--- src/rtl/arm_waypoint_seq_if.sv ---
// Bus bundle for the arm waypoint sequencer: table write port, playback
// control, arm-model drive outputs and status.
interface arm_waypoint_seq_if #(
  parameter int AW = 3,
  parameter int DW = 32,
  parameter int TW = 32
);
  logic                 wr_en;
  logic [AW-1:0]        wr_addr;
  logic                 wr_mode;
  logic signed [DW-1:0] wr_a;
  logic signed [DW-1:0] wr_b;
  logic                 wr_catch;
  logic [TW-1:0]        wr_dwell;
  logic [AW:0]          num_pts;
  logic                 loop_en;
  logic                 start;
  logic                 stop;

  logic                 en1;
  logic                 en2;
  logic signed [DW-1:0] x;
  logic signed [DW-1:0] y;
  logic signed [DW-1:0] set_xita1;
  logic signed [DW-1:0] set_xita2;
  logic                 catch;
  logic                 busy;
  logic                 done;
  logic                 step;
  logic [AW-1:0]        cur_idx;

  modport master (
    output wr_en, wr_addr, wr_mode, wr_a, wr_b, wr_catch, wr_dwell,
    output num_pts, loop_en, start, stop,
    input  en1, en2, x, y, set_xita1, set_xita2, catch,
    input  busy, done, step, cur_idx
  );

  modport slave (
    input  wr_en, wr_addr, wr_mode, wr_a, wr_b, wr_catch, wr_dwell,
    input  num_pts, loop_en, start, stop,
    output en1, en2, x, y, set_xita1, set_xita2, catch,
    output busy, done, step, cur_idx
  );
endinterface

--- src/rtl/arm_waypoint_seq.sv ---
// Waypoint sequencer for the two-joint arm: plays a writable table of
// angle/XY waypoints with per-entry dwell, single-pass or looped.
module arm_waypoint_seq #(
  parameter int DEPTH = 8,
  parameter int AW    = 3,
  parameter int DW    = 32,
  parameter int TW    = 32
) (
  input logic               clk,
  input logic               rst,
  arm_waypoint_seq_if.slave bus
);

  typedef enum logic [1:0] {IDLE, LOAD, DWELL} state_t;

  // Waypoint table, no reset: contents survive rst
  logic                 mode_mem  [DEPTH];
  logic signed [DW-1:0] a_mem     [DEPTH];
  logic signed [DW-1:0] b_mem     [DEPTH];
  logic                 catch_mem [DEPTH];
  logic [TW-1:0]        dwell_mem [DEPTH];

  state_t               state_q, state_d;
  logic [AW-1:0]        idx_q, idx_d;
  logic [AW:0]          neff_q, neff_d;
  logic [TW-1:0]        cnt_q, cnt_d;
  logic                 en1_q, en1_d;
  logic                 en2_q, en2_d;
  logic signed [DW-1:0] x_q, x_d;
  logic signed [DW-1:0] y_q, y_d;
  logic signed [DW-1:0] xita1_q, xita1_d;
  logic signed [DW-1:0] xita2_q, xita2_d;
  logic                 catch_q, catch_d;
  logic                 done_q, done_d;
  logic                 step_q, step_d;
  logic [AW-1:0]        cur_idx_q, cur_idx_d;
  logic                 last_idx;

  function automatic logic [TW-1:0] dwell_floor(input logic [TW-1:0] d);
    return (d == '0) ? TW'(1) : d;
  endfunction

  function automatic logic [AW:0] count_sat(input logic [AW:0] n);
    return (n > (AW+1)'(DEPTH)) ? (AW+1)'(DEPTH) : n;
  endfunction

  always_ff @(posedge clk) begin
    if (bus.wr_en) begin
      mode_mem[bus.wr_addr]  <= bus.wr_mode;
      a_mem[bus.wr_addr]     <= bus.wr_a;
      b_mem[bus.wr_addr]     <= bus.wr_b;
      catch_mem[bus.wr_addr] <= bus.wr_catch;
      dwell_mem[bus.wr_addr] <= bus.wr_dwell;
    end
  end

  assign last_idx = ({1'b0, idx_q} == (neff_q - 1'b1));

  always_comb begin
    state_d   = state_q;
    idx_d     = idx_q;
    neff_d    = neff_q;
    cnt_d     = cnt_q;
    en1_d     = en1_q;
    en2_d     = en2_q;
    x_d       = x_q;
    y_d       = y_q;
    xita1_d   = xita1_q;
    xita2_d   = xita2_q;
    catch_d   = catch_q;
    cur_idx_d = cur_idx_q;
    step_d    = 1'b0;
    done_d    = 1'b0;

    case (state_q)
      IDLE: begin
        if (bus.start && !bus.stop && (count_sat(bus.num_pts) != '0)) begin
          neff_d  = count_sat(bus.num_pts);
          idx_d   = '0;
          state_d = LOAD;
        end
      end
      LOAD: begin
        if (bus.stop) begin
          state_d = IDLE;
        end else begin
          // Table read is combinational, so a same-edge write is not seen here
          if (mode_mem[idx_q]) begin
            en1_d = 1'b1;
            en2_d = 1'b0;
            x_d   = a_mem[idx_q];
            y_d   = b_mem[idx_q];
          end else begin
            en1_d   = 1'b0;
            en2_d   = 1'b1;
            xita1_d = a_mem[idx_q];
            xita2_d = b_mem[idx_q];
          end
          catch_d   = catch_mem[idx_q];
          cur_idx_d = idx_q;
          step_d    = 1'b1;
          cnt_d     = dwell_floor(dwell_mem[idx_q]);
          state_d   = DWELL;
        end
      end
      DWELL: begin
        if (bus.stop) begin
          state_d = IDLE;
        end else if (cnt_q == TW'(1)) begin
          if (!last_idx) begin
            idx_d   = idx_q + 1'b1;
            state_d = LOAD;
          end else if (bus.loop_en) begin
            idx_d   = '0;
            state_d = LOAD;
          end else begin
            done_d  = 1'b1;
            state_d = IDLE;
          end
        end else begin
          cnt_d = cnt_q - 1'b1;
        end
      end
      default: state_d = IDLE;
    endcase
  end

  always_ff @(posedge clk or posedge rst) begin
    if (rst) begin
      state_q   <= IDLE;
      idx_q     <= '0;
      neff_q    <= '0;
      cnt_q     <= '0;
      en1_q     <= 1'b0;
      en2_q     <= 1'b0;
      x_q       <= '0;
      y_q       <= '0;
      xita1_q   <= '0;
      xita2_q   <= '0;
      catch_q   <= 1'b0;
      cur_idx_q <= '0;
      step_q    <= 1'b0;
      done_q    <= 1'b0;
    end else begin
      state_q   <= state_d;
      idx_q     <= idx_d;
      neff_q    <= neff_d;
      cnt_q     <= cnt_d;
      en1_q     <= en1_d;
      en2_q     <= en2_d;
      x_q       <= x_d;
      y_q       <= y_d;
      xita1_q   <= xita1_d;
      xita2_q   <= xita2_d;
      catch_q   <= catch_d;
      cur_idx_q <= cur_idx_d;
      step_q    <= step_d;
      done_q    <= done_d;
    end
  end

  assign bus.en1       = en1_q;
  assign bus.en2       = en2_q;
  assign bus.x         = x_q;
  assign bus.y         = y_q;
  assign bus.set_xita1 = xita1_q;
  assign bus.set_xita2 = xita2_q;
  assign bus.catch     = catch_q;
  assign bus.busy      = (state_q != IDLE);
  assign bus.done      = done_q;
  assign bus.step      = step_q;
  assign bus.cur_idx   = cur_idx_q;

endmodule

--- src/flat_wrapper.sv ---
// flat-port wrapper written by rule: the top's interface ports become plain ports
module arm_waypoint_seq_flat 
#(
  parameter int DEPTH = 8,
  parameter int AW    = 3,
  parameter int DW    = 32,
  parameter int TW    = 32
)
  (clk, rst, bus_wr_en, bus_wr_addr, bus_wr_mode, bus_wr_a, bus_wr_b, bus_wr_catch, bus_wr_dwell, bus_num_pts, bus_loop_en, bus_start, bus_stop, bus_en1, bus_en2, bus_x, bus_y, bus_set_xita1, bus_set_xita2, bus_catch, bus_busy, bus_done, bus_step, bus_cur_idx);
  arm_waypoint_seq_if #(.AW(AW), .DW(DW), .TW(TW)) bus_i ();
  input logic clk;
  input logic rst;
  input wire logic [$bits(bus_i.wr_en)-1:0] bus_wr_en;
  input wire logic [$bits(bus_i.wr_addr)-1:0] bus_wr_addr;
  input wire logic [$bits(bus_i.wr_mode)-1:0] bus_wr_mode;
  input wire logic [$bits(bus_i.wr_a)-1:0] bus_wr_a;
  input wire logic [$bits(bus_i.wr_b)-1:0] bus_wr_b;
  input wire logic [$bits(bus_i.wr_catch)-1:0] bus_wr_catch;
  input wire logic [$bits(bus_i.wr_dwell)-1:0] bus_wr_dwell;
  input wire logic [$bits(bus_i.num_pts)-1:0] bus_num_pts;
  input wire logic [$bits(bus_i.loop_en)-1:0] bus_loop_en;
  input wire logic [$bits(bus_i.start)-1:0] bus_start;
  input wire logic [$bits(bus_i.stop)-1:0] bus_stop;
  output wire logic [$bits(bus_i.en1)-1:0] bus_en1;
  output wire logic [$bits(bus_i.en2)-1:0] bus_en2;
  output wire logic [$bits(bus_i.x)-1:0] bus_x;
  output wire logic [$bits(bus_i.y)-1:0] bus_y;
  output wire logic [$bits(bus_i.set_xita1)-1:0] bus_set_xita1;
  output wire logic [$bits(bus_i.set_xita2)-1:0] bus_set_xita2;
  output wire logic [$bits(bus_i.catch)-1:0] bus_catch;
  output wire logic [$bits(bus_i.busy)-1:0] bus_busy;
  output wire logic [$bits(bus_i.done)-1:0] bus_done;
  output wire logic [$bits(bus_i.step)-1:0] bus_step;
  output wire logic [$bits(bus_i.cur_idx)-1:0] bus_cur_idx;
  assign bus_i.wr_en = bus_wr_en;
  assign bus_i.wr_addr = bus_wr_addr;
  assign bus_i.wr_mode = bus_wr_mode;
  assign bus_i.wr_a = bus_wr_a;
  assign bus_i.wr_b = bus_wr_b;
  assign bus_i.wr_catch = bus_wr_catch;
  assign bus_i.wr_dwell = bus_wr_dwell;
  assign bus_i.num_pts = bus_num_pts;
  assign bus_i.loop_en = bus_loop_en;
  assign bus_i.start = bus_start;
  assign bus_i.stop = bus_stop;
  assign bus_en1 = bus_i.en1;
  assign bus_en2 = bus_i.en2;
  assign bus_x = bus_i.x;
  assign bus_y = bus_i.y;
  assign bus_set_xita1 = bus_i.set_xita1;
  assign bus_set_xita2 = bus_i.set_xita2;
  assign bus_catch = bus_i.catch;
  assign bus_busy = bus_i.busy;
  assign bus_done = bus_i.done;
  assign bus_step = bus_i.step;
  assign bus_cur_idx = bus_i.cur_idx;
  arm_waypoint_seq #(.DEPTH(DEPTH), .AW(AW), .DW(DW), .TW(TW)) u_core (.clk(clk), .rst(rst), .bus(bus_i));
endmodule
--- config.mk ---
export PLATFORM = sky130hd
export DESIGN_NAME = arm_waypoint_seq_flat
export DESIGN_NICKNAME = d
export VERILOG_FILES = /design/src/rtl/arm_waypoint_seq_if.sv /design/src/rtl/arm_waypoint_seq.sv /design/src/flat_wrapper.sv
export SDC_FILE = /design/constraint.sdc
export NUM_CORES = 1
export LEC_CHECK = 0
export ABC_AREA = 1
export CORE_MARGIN = 2
export CORE_UTILIZATION = 50
export DETAILED_ROUTE_END_ITERATION = 8
export DONT_BUFFER_PORTS = 1
export MAX_ROUTING_LAYER = met4
export PLACE_DENSITY = 0.7
export SYNTH_ARGS = -nofsm -noshare
export SYNTH_HDL_FRONTEND = slang
export SYNTH_SLANG_ARGS = --single-unit
--- constraint.sdc ---
create_clock -name clk -period 8.5 [get_ports clk]
set_input_delay 1.7 -clock clk [delete_from_list [all_inputs] [get_ports clk]]
set_output_delay 1.7 -clock clk [all_outputs]
set_load 0.01 [all_outputs]
==> results of run 1 <==
[where the power goes]
part	internal [mW]	switching, mW
clock network	2.54	1.78
registers	5.60	0.558
logic	0.398	0.825
[layout by cell type, fill, tap and decap left out, types with 4 or more instances in the layout]
cell type,count
sky130_fd_sc_hd__clkbuf_1,26
sky130_fd_sc_hd__clkinv_2,16
sky130_fd_sc_hd__clkinv_1,14
sky130_fd_sc_hd__a21oi_1,12
sky130_fd_sc_hd__nor2_2,7
sky130_fd_sc_hd__nand4_1,5
sky130_fd_sc_hd__nand3_1,191
sky130_fd_sc_hd__nor2_4,10
sky130_fd_sc_hd__ha_1,4
sky130_fd_sc_hd__o22ai_1,68
sky130_fd_sc_hd__xor2_1,7
sky130_fd_sc_hd__a31oi_1,83
sky130_fd_sc_hd__clkbuf_8,8
sky130_fd_sc_hd__nor3_1,8
sky130_fd_sc_hd__o21ai_0,193
sky130_fd_sc_hd__inv_1,202
sky130_fd_sc_hd__nor2_1,554
sky130_fd_sc_hd__o21ai_1,102
sky130_fd_sc_hd__edfxtp_1,784
sky130_fd_sc_hd__clkinvlp_4,4
sky130_fd_sc_hd__dfrtp_1,175
sky130_fd_sc_hd__nand2_1,881
sky130_fd_sc_hd__bufinv_16,9
sky130_fd_sc_hd__buf_4,38
sky130_fd_sc_hd__inv_6,5
sky130_fd_sc_hd__clkbuf_16,101
[state kept, by name (all words and copies together) (netlist names), 4 cells and up]
signal                count
u_core.a_mem            256
u_core.b_mem            256
u_core.bus.set_xita1     32
u_core.bus.set_xita2     32
u_core.bus.x             32
u_core.bus.y             32
u_core.catch_mem          8
u_core.cnt_q             32
u_core.dwell_mem        256
u_core.mode_mem           8
u_core.neff_q             4
[worst max-delay path by stage]
stage | from | end
final | u_core.idx_q[0] | u_core.bus.x[7]
after global routing | u_core.idx_q[0] | u_core.bus.x[7]
after CTS | u_core.idx_q[0] | u_core.bus.y[19]
after detailed placement | bus_stop | u_core.bus.y[27]
after global placement | bus_stop | u_core.bus.x[5]
after floorplan | rst | u_core.bus.catch
[worst register-to-register path: stages (launching register included)]
cell and delay [ps]:
sky130_fd_sc_hd__dfrtp_4 970, sky130_fd_sc_hd__buf_4 750, sky130_fd_sc_hd__buf_4 780, sky130_fd_sc_hd__buf_4 850, sky130_fd_sc_hd__o21ai_0 310, sky130_fd_sc_hd__o22ai_1 200, sky130_fd_sc_hd__nor2_1 60, sky130_fd_sc_hd__a31oi_1 430
sky130_fd_sc_hd__nand2_1 100, sky130_fd_sc_hd__nand2_1 100
[cells by family after synthesis]
group | share of synthesized area
AO/OA/AOI/OAI | 0.0647
XOR/XNOR | 0.00265
adder cells (fa/ha/maj) | 0.00128
buffers and inverters | 0.0497
flip-flops | 0.714
AND/OR/NAND/NOR | 0.168
[per-layer routing]
metal / track usage / up-vias / wire length (µm)
li1: - / 11800 / -
met1: 0.307 / 12200 / 38900
met2: 0.367 / 813 / 43700
met3: 0.0482 / 147 / 6970
met4: 0.0676 / 0 / 2050
met5: - / - / 0
[final cells by class]
type                       instances  area share
tap                             1040      0.0303
clock buffer                     135      0.0636
clock inverter                    51      0.0125
multi-input combinational       2147       0.217
inverter                         210      0.0189
timing repair buffer              38     0.00663
sequential                       961       0.651
antenna                            1   0.0000582
[stage by stage]
stage / hold slack, ps / setup WS, ps
floorplan: 456 / 2000
global placement: 483 / 4030
detailed placement: 482 / 3860
CTS: 498 / 3970
global route: 522 / 3500
finish: 498 / 3910
==> impl_metrics.prom, run 1 <==
# TYPE chip_impl_metric gauge
chip_impl_metric{name="initial_utilization",unit=""} 0.505
chip_impl_metric{name="drt-vias-per-instance",unit=""} 5.45
chip_impl_metric{name="clock_pin_slew_on_the_worst_setup_and_hold_paths",unit="ps"} 60
chip_impl_metric{name="floorplan.die.height",unit="µm"} 284
chip_impl_metric{name="max_slew.worst_pin.slew",unit="ps"} 1090
chip_impl_metric{name="num-fill-cells",unit=""} 6423
chip_impl_metric{name="clk-insertion-delay-late",unit="ps"} 650
chip_impl_metric{name="congestion_overflow_gr",unit=""} 0
chip_impl_metric{name="multi_input_gate_area",unit="µm²"} 9350
chip_impl_info{name="hp-class",value="flop to flop"} 1
chip_impl_metric{name="layout-area-overhead-vs-synth",unit="%"} 9.70
chip_impl_info{name="cpLargestDelayFamily",value="buffers and inverters"} 1
chip_impl_info{name="post_synth_most_frequent_cells",value="sky130_fd_sc_hd__nand2_1, sky130_fd_sc_hd__edfxtp_1, sky130_fd_sc_hd__nor2_1, sky130_fd_sc_hd__inv_1, sky130_fd_sc_hd__o21ai_0"} 1
chip_impl_info{name="grt_setup_unrepaired",value="no"} 1
chip_impl_metric{name="postCtsSetupBuffers",unit=""} 0
chip_impl_metric{name="dieArea",unit="µm²"} 80600
chip_impl_metric{name="final_area",unit="µm²"} 43000
chip_impl_metric{name="drtIter0Drc",unit=""} 2380
chip_impl_info{name="tritoncts",value="built"} 1
chip_impl_metric{name="placed_cell_area",unit="µm²"} 39700
chip_impl_metric{name="grt_max_degree",unit=""} 126
chip_impl_metric{name="totalPowerFinal",unit="mW"} 11.7
chip_impl_metric{name="h-tree-depth",unit=""} 3
chip_impl_metric{name="achievable-frequency",unit="MHz"} 218
chip_impl_metric{name="power_density",unit="nW/µm²"} 272
chip_impl_metric{name="design.final.nets",unit=""} 3571
chip_impl_metric{name="finalCriticalPeriod",unit="ps"} 4590
chip_impl_metric{name="placedCellCount",unit=""} 4396
chip_impl_metric{name="timing_max_transition_violations_final",unit=""} 0
chip_impl_metric{name="synth_top_area_frac",unit=""} 0.601
chip_impl_info{name="critical-path-slowest-cell",value="sky130_fd_sc_hd__dfrtp_4"} 1
chip_impl_info{name="status",value="finished clean"} 1
chip_impl_metric{name="cts_hold_repair.buffers",unit=""} 0
chip_impl_metric{name="drc",unit=""} 0
chip_impl_metric{name="whs_path_depth",unit=""} 2
chip_impl_metric{name="grt_use_total",unit=""} 0.233
chip_impl_info{name="area_contributors_post_synth",value="sky130_fd_sc_hd__edfxtp_1, sky130_fd_sc_hd__dfrtp_1, sky130_fd_sc_hd__nand2_1"} 1
chip_impl_metric{name="synthesis.instances",unit=""} 3511
chip_impl_metric{name="ff2ff_path_depth",unit=""} 9
chip_impl_metric{name="detail_route.first_pass.iterations",unit=""} 5
chip_impl_metric{name="sequential_cell_area",unit="µm²"} 28000
chip_impl_metric{name="design.core.area",unit="µm²"} 77600
chip_impl_metric{name="syn-cell-area",unit="µm²"} 39200
chip_impl_metric{name="gpl.final_weighted_congestion",unit=""} 0.893
chip_impl_metric{name="finish.utilization",unit=""} 0.554
chip_impl_info{name="hold_start",value="u_core.cnt_q[26]"} 1
chip_impl_info{name="yosysMostFrequentCell",value="sky130_fd_sc_hd__nand2_1"} 1
chip_impl_info{name="path_class",value="flop to flop"} 1
chip_impl_info{name="startpoint_type",value="flop"} 1
chip_impl_metric{name="io-pin-count",unit=""} 248
chip_impl_metric{name="cts_resized",unit=""} 0
chip_impl_metric{name="synth.lib_cells_used.distinct",unit=""} 39
chip_impl_metric{name="worst-path-max-fanout",unit=""} 86
chip_impl_metric{name="timing_hold_violations_final",unit=""} 0
chip_impl_info{name="worstPathCellList",value="buf_4 > buf_4 > buf_4 > o21ai_0 > o22ai_1 > nor2_1 > a31oi_1 > nand2_1 > nand2_1"} 1
chip_impl_metric{name="clock_skew",unit="ps"} 20.0
chip_impl_metric{name="postRouteAntennaNets",unit=""} 0
chip_impl_info{name="postSynth.topFlopCell",value="sky130_fd_sc_hd__edfxtp_1"} 1
chip_impl_metric{name="synth_fp_nets",unit=""} 3626
chip_impl_info{name="critPathCaptureType",value="flop"} 1
chip_impl_metric{name="max-clock-path-buffers",unit=""} 3
chip_impl_metric{name="period_share",unit=""} 0.540
chip_impl_metric{name="worst_ep_required_time",unit="ps"} 9090
chip_impl_metric{name="post-dp-hpwl",unit="mm"} 49.5
chip_impl_info{name="clk_root_buffer_cell",value="sky130_fd_sc_hd__clkbuf_16"} 1
chip_impl_metric{name="timing.critical_path.depth",unit=""} 9
chip_impl_info{name="rr_startpoint",value="u_core.idx_q[0]"} 1
chip_impl_metric{name="cts_num_sinks",unit=""} 961
chip_impl_metric{name="slew_headroom",unit=""} 0.273
chip_impl_metric{name="std_cell_rows",unit=""} 102
chip_impl_metric{name="p_leak",unit="nW"} 16.6
chip_impl_metric{name="synth.yosys.seq_area_share",unit=""} 0.714
chip_impl_info{name="worstReg2RegEnd",value="u_core.bus.x[7]"} 1
chip_impl_metric{name="synth_edf_count",unit=""} 784
chip_impl_info{name="crit_path_frequent_cell",value="sky130_fd_sc_hd__buf_4"} 1
chip_impl_metric{name="cp_num_buf_inv",unit=""} 3
chip_impl_metric{name="vias",unit=""} 25000
chip_impl_metric{name="post_synth.cell_area_avg",unit="µm²"} 11.2
chip_impl_metric{name="synth_async_sr_flop_share",unit=""} 0.184
chip_impl_metric{name="yosysWarnings",unit=""} 0
chip_impl_info{name="timing.hold.worst_endpoint",value="u_core.cnt_q[26]"} 1
chip_impl_metric{name="vdd.ir_drop.worst",unit="V"} 0.000185
chip_impl_metric{name="tns",unit="ps"} 0
chip_impl_metric{name="grt_pass1_wl",unit="mm"} 141
chip_impl_metric{name="non_filler_cells_in_the_finished_layout",unit=""} 4583
chip_impl_metric{name="first_global_vias",unit=""} 23800
chip_impl_metric{name="finalSetupViolations",unit=""} 0
chip_impl_metric{name="critical_path_s_largest_stage_delay",unit="ps"} 970
chip_impl_metric{name="buffer_ports.inserted",unit=""} 0
chip_impl_info{name="area_leader_netlist",value="sky130_fd_sc_hd__edfxtp_1"} 1
chip_impl_metric{name="share_of_final_layout_standard_cells_stronger_than_drive_strength_1",unit=""} 0.0624
chip_impl_metric{name="critPathArrivalTime",unit="ps"} 5190
chip_impl_metric{name="routedWlPerCell",unit="µm"} 20.0
chip_impl_metric{name="cap_violations",unit=""} 0
chip_impl_metric{name="antenna_found_initial",unit=""} 0
chip_impl_metric{name="synth.ff_latch_count",unit=""} 961
chip_impl_metric{name="tritoncts.num_buffers",unit=""} 98
chip_impl_metric{name="totalWireLength",unit="mm"} 91.7
chip_impl_metric{name="die_w",unit="µm"} 284
chip_impl_metric{name="rrSetupSlack",unit="ps"} 3910
Note: power is estimated with default switching activity, not from simulation.
==> inputs of run 2 (changes only) <==
Settings changed: PLACE_DENSITY 0.7 to 0.73.
Clock period 8.5 ns to 3.9 ns, I/O delays scaled along.
==> run 2 against run 1 <==
- die area stayed put
- count of clock-buffer cells in the layout is 11 lower
- global-route usage shrank 0.31 points
- setup slack worse by 2900 ps
- first-iteration DRC count down 4.1%
- wire length down 0.67%
- hold slack worse by 440 ps
- sequential share of layout area decreased by 0.71 points
- critical endpoint is now u_core.bus.x[2]
==> impl_metrics.prom, run 2 (same netlist as run 1, synthesis figures left out) <==
# TYPE chip_impl_metric gauge
chip_impl_info{name="status",value="finished clean"} 1
chip_impl_metric{name="std_cell_rows",unit=""} 102
chip_impl_metric{name="timing_max_transition_violations_final",unit=""} 0
chip_impl_metric{name="worst_ep_required_time",unit="ps"} 4460
chip_impl_metric{name="p_leak",unit="nW"} 16.8
chip_impl_metric{name="detail_route.first_pass.iterations",unit=""} 6
chip_impl_metric{name="grt_use_total",unit=""} 0.230
chip_impl_metric{name="max_slew.worst_pin.slew",unit="ps"} 1040
chip_impl_metric{name="timing_hold_violations_final",unit=""} 0
chip_impl_metric{name="totalWireLength",unit="mm"} 91.1
chip_impl_metric{name="antenna_found_initial",unit=""} 1
chip_impl_metric{name="vdd.ir_drop.worst",unit="V"} 0.000402
chip_impl_metric{name="grt_max_degree",unit=""} 206
chip_impl_metric{name="floorplan.die.height",unit="µm"} 284
chip_impl_metric{name="vias",unit=""} 25100
chip_impl_info{name="clk_root_buffer_cell",value="sky130_fd_sc_hd__clkbuf_16"} 1
chip_impl_metric{name="first_global_vias",unit=""} 24300
chip_impl_metric{name="design.core.area",unit="µm²"} 77600
chip_impl_metric{name="critical_path_s_largest_stage_delay",unit="ps"} 750
chip_impl_metric{name="power_density",unit="nW/µm²"} 599
chip_impl_metric{name="num-fill-cells",unit=""} 6328
chip_impl_info{name="top_registers",value="u_core.a_mem: 256 flops, u_core.b_mem: 256 flops, u_core.dwell_mem: 256 flops"} 1
chip_impl_metric{name="grt_pass1_wl",unit="mm"} 139
chip_impl_metric{name="postRouteAntennaNets",unit=""} 0
chip_impl_metric{name="cap_violations",unit=""} 0
chip_impl_metric{name="postCtsSetupBuffers",unit=""} 0
chip_impl_info{name="crit_path_frequent_cell",value="sky130_fd_sc_hd__nand2_1"} 1
chip_impl_metric{name="clk-insertion-delay-late",unit="ps"} 660
chip_impl_metric{name="share_of_final_layout_standard_cells_stronger_than_drive_strength_1",unit=""} 0.0685
chip_impl_info{name="final_cell_mix",value="sky130_fd_sc_hd__nand2_1, sky130_fd_sc_hd__edfxtp_1, sky130_fd_sc_hd__nor2_1"} 1
chip_impl_info{name="grt_setup_unrepaired",value="no"} 1
chip_impl_metric{name="achievable-frequency",unit="MHz"} 348
chip_impl_metric{name="cts_num_sinks",unit=""} 961
chip_impl_info{name="hp-class",value="primary input to asynchronous set/reset pin"} 1
chip_impl_metric{name="layout-area-overhead-vs-synth",unit="%"} 10.9
chip_impl_metric{name="clock_pin_slew_on_the_worst_setup_and_hold_paths",unit="ps"} 60
chip_impl_metric{name="design.final.nets",unit=""} 3576
chip_impl_info{name="path_class",value="flop to flop"} 1
chip_impl_metric{name="die_w",unit="µm"} 284
chip_impl_metric{name="worst-path-max-fanout",unit=""} 37
chip_impl_metric{name="io-pin-count",unit=""} 248
chip_impl_metric{name="tritoncts.num_buffers",unit=""} 98
chip_impl_metric{name="period_share",unit=""} 0.736
chip_impl_metric{name="dieArea",unit="µm²"} 80600
chip_impl_info{name="critPathCaptureType",value="flop"} 1
chip_impl_metric{name="finalSetupViolations",unit=""} 0
chip_impl_info{name="critical-path-slowest-cell",value="sky130_fd_sc_hd__dfrtp_4"} 1
chip_impl_info{name="layout_commonest_cell",value="sky130_fd_sc_hd__nand2_1"} 1
chip_impl_metric{name="clock_skew",unit="ps"} 33.2
chip_impl_metric{name="buffer_ports.inserted",unit=""} 0
chip_impl_info{name="worstPathCellList",value="inv_6 > o21ai_0 > o22ai_1 > nand2_1 > o21ai_2 > inv_2 > nor2_4 > inv_2 > buf_4 > nand2_1 > nand2_1"} 1
chip_impl_metric{name="critPathArrivalTime",unit="ps"} 3430
chip_impl_info{name="tritoncts",value="built"} 1
chip_impl_metric{name="cts_hold_repair.buffers",unit=""} 0
chip_impl_metric{name="cts_resized",unit=""} 0
chip_impl_metric{name="routedWlPerCell",unit="µm"} 19.9
chip_impl_info{name="startpoint_type",value="flop"} 1
chip_impl_metric{name="finalCriticalPeriod",unit="ps"} 2870
chip_impl_metric{name="drt-vias-per-instance",unit=""} 5.47
chip_impl_metric{name="antenna_cells_inserted",unit=""} 0
chip_impl_metric{name="initial_utilization",unit=""} 0.505
chip_impl_metric{name="congestion_overflow_gr",unit=""} 0
chip_impl_metric{name="post-dp-hpwl",unit="mm"} 49.5
chip_impl_metric{name="slew_headroom",unit=""} 0.306
chip_impl_metric{name="gpl.final_weighted_congestion",unit=""} 0.878
chip_impl_metric{name="drtIter0Drc",unit=""} 2282
chip_impl_metric{name="max-clock-path-buffers",unit=""} 3
chip_impl_metric{name="tns",unit="ps"} 0
chip_impl_metric{name="drc",unit=""} 0
chip_impl_metric{name="h-tree-depth",unit=""} 3
chip_impl_metric{name="finish.utilization",unit=""} 0.560
run 2: changes by cell type in the layout (fill, tap and decap cells not counted), sizes merged:
cell	change
clkbuf	-11
buf	+5
clkinv	+5
bufinv	+4
clkinvlp	+2
diode	-1
run 2: where the power goes:
group / internal, mW / total (mW) / switching [mW]
clock network: 5.93 / 9.94 / 4.01
logic: 0.897 / 2.77 / 1.87
registers: 12.2 / 13.3 / 1.13
total: 19.0 / 26.0 / 7.00
run 2: worst max-delay path, delay by kind of cell (launching register included):
| kind | cells | cell delay [ps] |
|---|---|---|
| DFF | 1 | 750 |
| and+or+nand+nor | 4 | 300 |
| buffers and inverters | 4 | 1380 |
| AOI/OAI and AO/OA | 3 | 320 |
run 2: layout make-up:
cell class / count / area [µm²] / area share
clock inverter: 62 / 733 / 0.0169
multi-input combinational: 2147 / 9350 / 0.215
timing repair buffer: 43 / 536 / 0.0123
tap: 1040 / 1300 / 0.0299
inverter: 210 / 810 / 0.0186
clock buffer: 124 / 2770 / 0.0637
sequential: 961 / 28000 / 0.644
run 2: per-layer routing:
metal	track usage	vias to the layer above	share of wire
li1	-	11800	-
met1	0.291	12300	0.42
met2	0.367	815	0.48
met3	0.0512	164	0.077
met4	0.0775	0	0.027
met5	-	-	0
run 2: stage by stage:
| stage | cell area [µm²] | power [mW] | instances | hold slack, ps | worst slack, ps |
|---|---|---|---|---|---|
| 2_1_floorplan | 39200 | 15.4 | 3511 | 456 | -1660 |
| 3_3_place_gp | 40000 | 16.2 | 4401 | 481 | 1030 |
| 3_5_place_dp | 40000 | 16.3 | 4401 | 484 | 981 |
| 4_1_cts | 43500 | 26.2 | 4587 | 46.6 | 999 |
| 5_1_grt | 43500 | 27.1 | 4587 | 71.8 | 796 |
| 6_report | 43500 | 26.0 | 4587 | 59.6 | 1030 |
run 2: path summary, 6_finish.rpt:
path | startpoint | end | slack [ps] | cells past startpoint
max in group asynchronous | rst | u_core.idx_q[0] | 2850 | 2
min in group clk | bus_wr_a[6] | u_core.a_mem[2][6] | 210 | 0
hold / removal | rst | u_core.neff_q[1] | 60 | 1
hold reg to reg | u_core.cnt_q[26] | u_core.cnt_q[26] | 500 | 2
setup / recovery | u_core.idx_q[1] | u_core.bus.x[2] | 1030 | 11
setup reg to reg | u_core.idx_q[1] | u_core.bus.x[2] | 1030 | 11
==> inputs of run 3 (changes only) <==
Clock period 3.9 ns to 2.4 ns, I/O delays scaled along.
==> run 3 against run 2 <==
- power grew 61%
- maximum frequency is 25% higher
- combinational power increased by 82%
- utilization grew 2.1 points
- largest power group unchanged
- sequential power up 64%
- global-route usage increased by 1.7 points
==> impl_metrics.prom, run 3 (same netlist as run 1, synthesis figures left out) <==
# TYPE chip_impl_metric gauge
chip_impl_info{name="cpLargestDelayFamily",value="simple AND/OR/NAND/NOR gates"} 1
chip_impl_metric{name="period_share",unit=""} 0.960
chip_impl_metric{name="antenna_found_initial",unit=""} 13
chip_impl_metric{name="critical_path_s_largest_stage_delay",unit="ps"} 570
chip_impl_metric{name="rrSetupSlack",unit="ps"} 100
chip_impl_metric{name="cts_num_sinks",unit=""} 961
chip_impl_metric{name="cap_violations",unit=""} 0
chip_impl_metric{name="drt-vias-per-instance",unit=""} 5.45
chip_impl_metric{name="routedWlPerCell",unit="µm"} 20.4
chip_impl_metric{name="buffer_ports.inserted",unit=""} 0
chip_impl_metric{name="finalSetupViolations",unit=""} 0
chip_impl_metric{name="netsw",unit="mW"} 11.7
chip_impl_info{name="rr_startpoint",value="u_core.idx_q[1]"} 1
chip_impl_metric{name="congestion_overflow_gr",unit=""} 0
chip_impl_metric{name="worst_ep_required_time",unit="ps"} 2890
chip_impl_metric{name="max_slew.worst_pin.slew",unit="ps"} 704
chip_impl_metric{name="detail_route.first_pass.iterations",unit=""} 5
chip_impl_metric{name="clock_pin_slew_on_the_worst_setup_and_hold_paths",unit="ps"} 60
chip_impl_metric{name="worst-path-max-fanout",unit=""} 73
chip_impl_metric{name="finish.utilization",unit=""} 0.581
chip_impl_info{name="endpoint",value="u_core.bus.done"} 1
chip_impl_metric{name="cp_num_buf_inv",unit=""} 1
chip_impl_metric{name="timing_max_transition_violations_final",unit=""} 0
chip_impl_metric{name="vdd.ir_drop.worst",unit="V"} 0.000669
chip_impl_metric{name="first_global_vias",unit=""} 25800
chip_impl_metric{name="slew_headroom",unit=""} 0.530
chip_impl_metric{name="clk-insertion-delay-late",unit="ps"} 660
chip_impl_info{name="startpoint_type",value="flop"} 1
chip_impl_metric{name="clock_skew",unit="ps"} 23.2
chip_impl_metric{name="floorplan.die.height",unit="µm"} 284
chip_impl_metric{name="p_leak",unit="nW"} 17.4
chip_impl_metric{name="design.core.area",unit="µm²"} 77600
chip_impl_metric{name="ff2ff_path_depth",unit=""} 6
chip_impl_metric{name="clkPwrFrac",unit=""} 0.359
chip_impl_metric{name="timing_hold_violations_final",unit=""} 0
chip_impl_metric{name="drc",unit=""} 0
chip_impl_metric{name="design.final.nets",unit=""} 3725
chip_impl_metric{name="finalCriticalPeriod",unit="ps"} 2300
chip_impl_metric{name="gpl.final_weighted_congestion",unit=""} 0.927
chip_impl_info{name="hp-class",value="primary input to flop"} 1
chip_impl_metric{name="switching_share",unit=""} 0.279
chip_impl_metric{name="tritoncts.num_buffers",unit=""} 97
chip_impl_metric{name="h-tree-depth",unit=""} 3
chip_impl_metric{name="grt_max_degree",unit=""} 116
chip_impl_metric{name="hold_ws",unit="ps"} 42.5
chip_impl_info{name="layout_commonest_cell",value="sky130_fd_sc_hd__nand2_1"} 1
chip_impl_info{name="grt_setup_unrepaired",value="no"} 1
chip_impl_info{name="status",value="finished clean"} 1
chip_impl_metric{name="post-dp-hpwl",unit="mm"} 55.0
chip_impl_metric{name="max-clock-path-buffers",unit=""} 3
chip_impl_info{name="top_registers",value="u_core.a_mem: 256 flops, u_core.b_mem: 256 flops, u_core.dwell_mem: 256 flops"} 1
chip_impl_metric{name="totalWireLength",unit="mm"} 96.7
chip_impl_metric{name="vias",unit=""} 25900
chip_impl_metric{name="die_w",unit="µm"} 284
chip_impl_info{name="worstReg2RegEnd",value="u_core.bus.done"} 1
chip_impl_info{name="clk_root_buffer_cell",value="sky130_fd_sc_hd__clkbuf_16"} 1
chip_impl_metric{name="drtIter0Drc",unit=""} 2491
chip_impl_metric{name="pwr-share-seq",unit=""} 0.521
chip_impl_metric{name="initial_utilization",unit=""} 0.505
chip_impl_metric{name="grt_pass1_wl",unit="mm"} 150
chip_impl_metric{name="share_of_final_layout_standard_cells_stronger_than_drive_strength_1",unit=""} 0.0759
chip_impl_metric{name="critPathArrivalTime",unit="ps"} 2790
chip_impl_info{name="path_class",value="flop to flop"} 1
chip_impl_metric{name="std_cell_rows",unit=""} 102
chip_impl_metric{name="power_share_of_the_combinational_group",unit=""} 0.121
chip_impl_metric{name="tns",unit="ps"} 0
chip_impl_metric{name="postRouteAntennaNets",unit=""} 0
chip_impl_metric{name="internal_power",unit="mW"} 30.2
chip_impl_metric{name="timing.critical_path.depth",unit=""} 6
chip_impl_info{name="critPathCaptureType",value="flop"} 1
chip_impl_metric{name="io-pin-count",unit=""} 248
chip_impl_info{name="timing.critical_path.from",value="u_core.idx_q[1]"} 1
chip_impl_metric{name="layout-area-overhead-vs-synth",unit="%"} 15.1
chip_impl_metric{name="power_density",unit="nW/µm²"} 928
chip_impl_metric{name="grt_use_total",unit=""} 0.247
chip_impl_metric{name="dieArea",unit="µm²"} 80600
chip_impl_metric{name="totalPowerFinal",unit="mW"} 41.9
chip_impl_info{name="tritoncts",value="built"} 1
chip_impl_info{name="critical-path-slowest-cell",value="sky130_fd_sc_hd__nor4_1"} 1
chip_impl_info{name="final_cell_mix",value="sky130_fd_sc_hd__nand2_1, sky130_fd_sc_hd__edfxtp_1, sky130_fd_sc_hd__nor2_1"} 1
chip_impl_info{name="worstPathCellList",value="buf_12 > xor2_1 > nand4_1 > nor2_2 > nand2_1 > nor4_1"} 1
chip_impl_metric{name="achievable-frequency",unit="MHz"} 434
==> run 3: cell types whose count changed in the layout (fill, tap and decap cells not counted), moves of 7 or more <==
cell	change
sky130_fd_sc_hd__buf_12	+30
sky130_fd_sc_hd__dlygate4sd3_1	+104
sky130_fd_sc_hd__buf_4	+13
sky130_fd_sc_hd__clkbuf_1	+7
sky130_fd_sc_hd__diode_2	+14
==> run 3: cell type report <==
| type | count | area [µm²] |
|---|---|---|
| Clock inverter | 56 | 548 |
| Inverter | 210 | 858 |
| Sequential cell | 961 | 28000 |
| Tap cell | 1040 | 1300 |
| Clock buffer | 124 | 2640 |
| Fill cell | 6188 | 32500 |
| Antenna cell | 14 | 35.0 |
| Multi-Input combinational cell | 2147 | 9450 |
| Timing Repair Buffer | 193 | 2310 |
==> run 3: how the worst min path moves through the flow <==
stage,slack (ps),to,from,depth (start not counted)
final,40,u_core.bus.step,bus_stop,2
after global routing,30,u_core.neff_q[0],bus_num_pts[3],3
after CTS,10,u_core.neff_q[3],bus_num_pts[3],2
after detailed placement,460,u_core.bus.cur_idx[2],rst,1
after global placement,470,u_core.bus.step,rst,1
after floorplan,460,u_core.cnt_q[26],u_core.cnt_q[26],2
==> run 3: routing by layer <==
layer | vias up | global-route usage | part of all wire
met1 | 12600 | 0.314 | 0.41
met3 | 156 | 0.0551 | 0.082
met2 | 1001 | 0.392 | 0.49
met5 | - | - | 0
met4 | 0 | 0.0859 | 0.024
li1 | 12100 | - | -
==> run 3: through the flow <==
stage	cells	instance area, µm²	setup WS [ps]
after CTS	4731	45100	81.0
after floorplan	3511	39400	-347
after global routing	4744	45100	18.3
final	4745	45100	95.1
after global placement	4447	40800	90.2
after detailed placement	4447	40800	113
==> run 3: power groups by stage <==
stage                     Clock (mW)  Sequential [mW]  Combinational [mW]
after CTS                       15.1             21.8                5.05
final                           15.0             21.8                5.05
after floorplan                    0             21.5                3.60
after global routing            15.9             22.0                5.75
after global placement             0             22.1                4.54
after detailed placement           0             22.1                4.75
==> run 3: what timing repair did <==
action                                  in CTS  in global routing
endpoints found under the setup margin       0                 12
gates resized for setup                      0                  4
hold endpoints to repair                   803                  0
hold buffers                               104                  0
buffers inserted                             0                  0
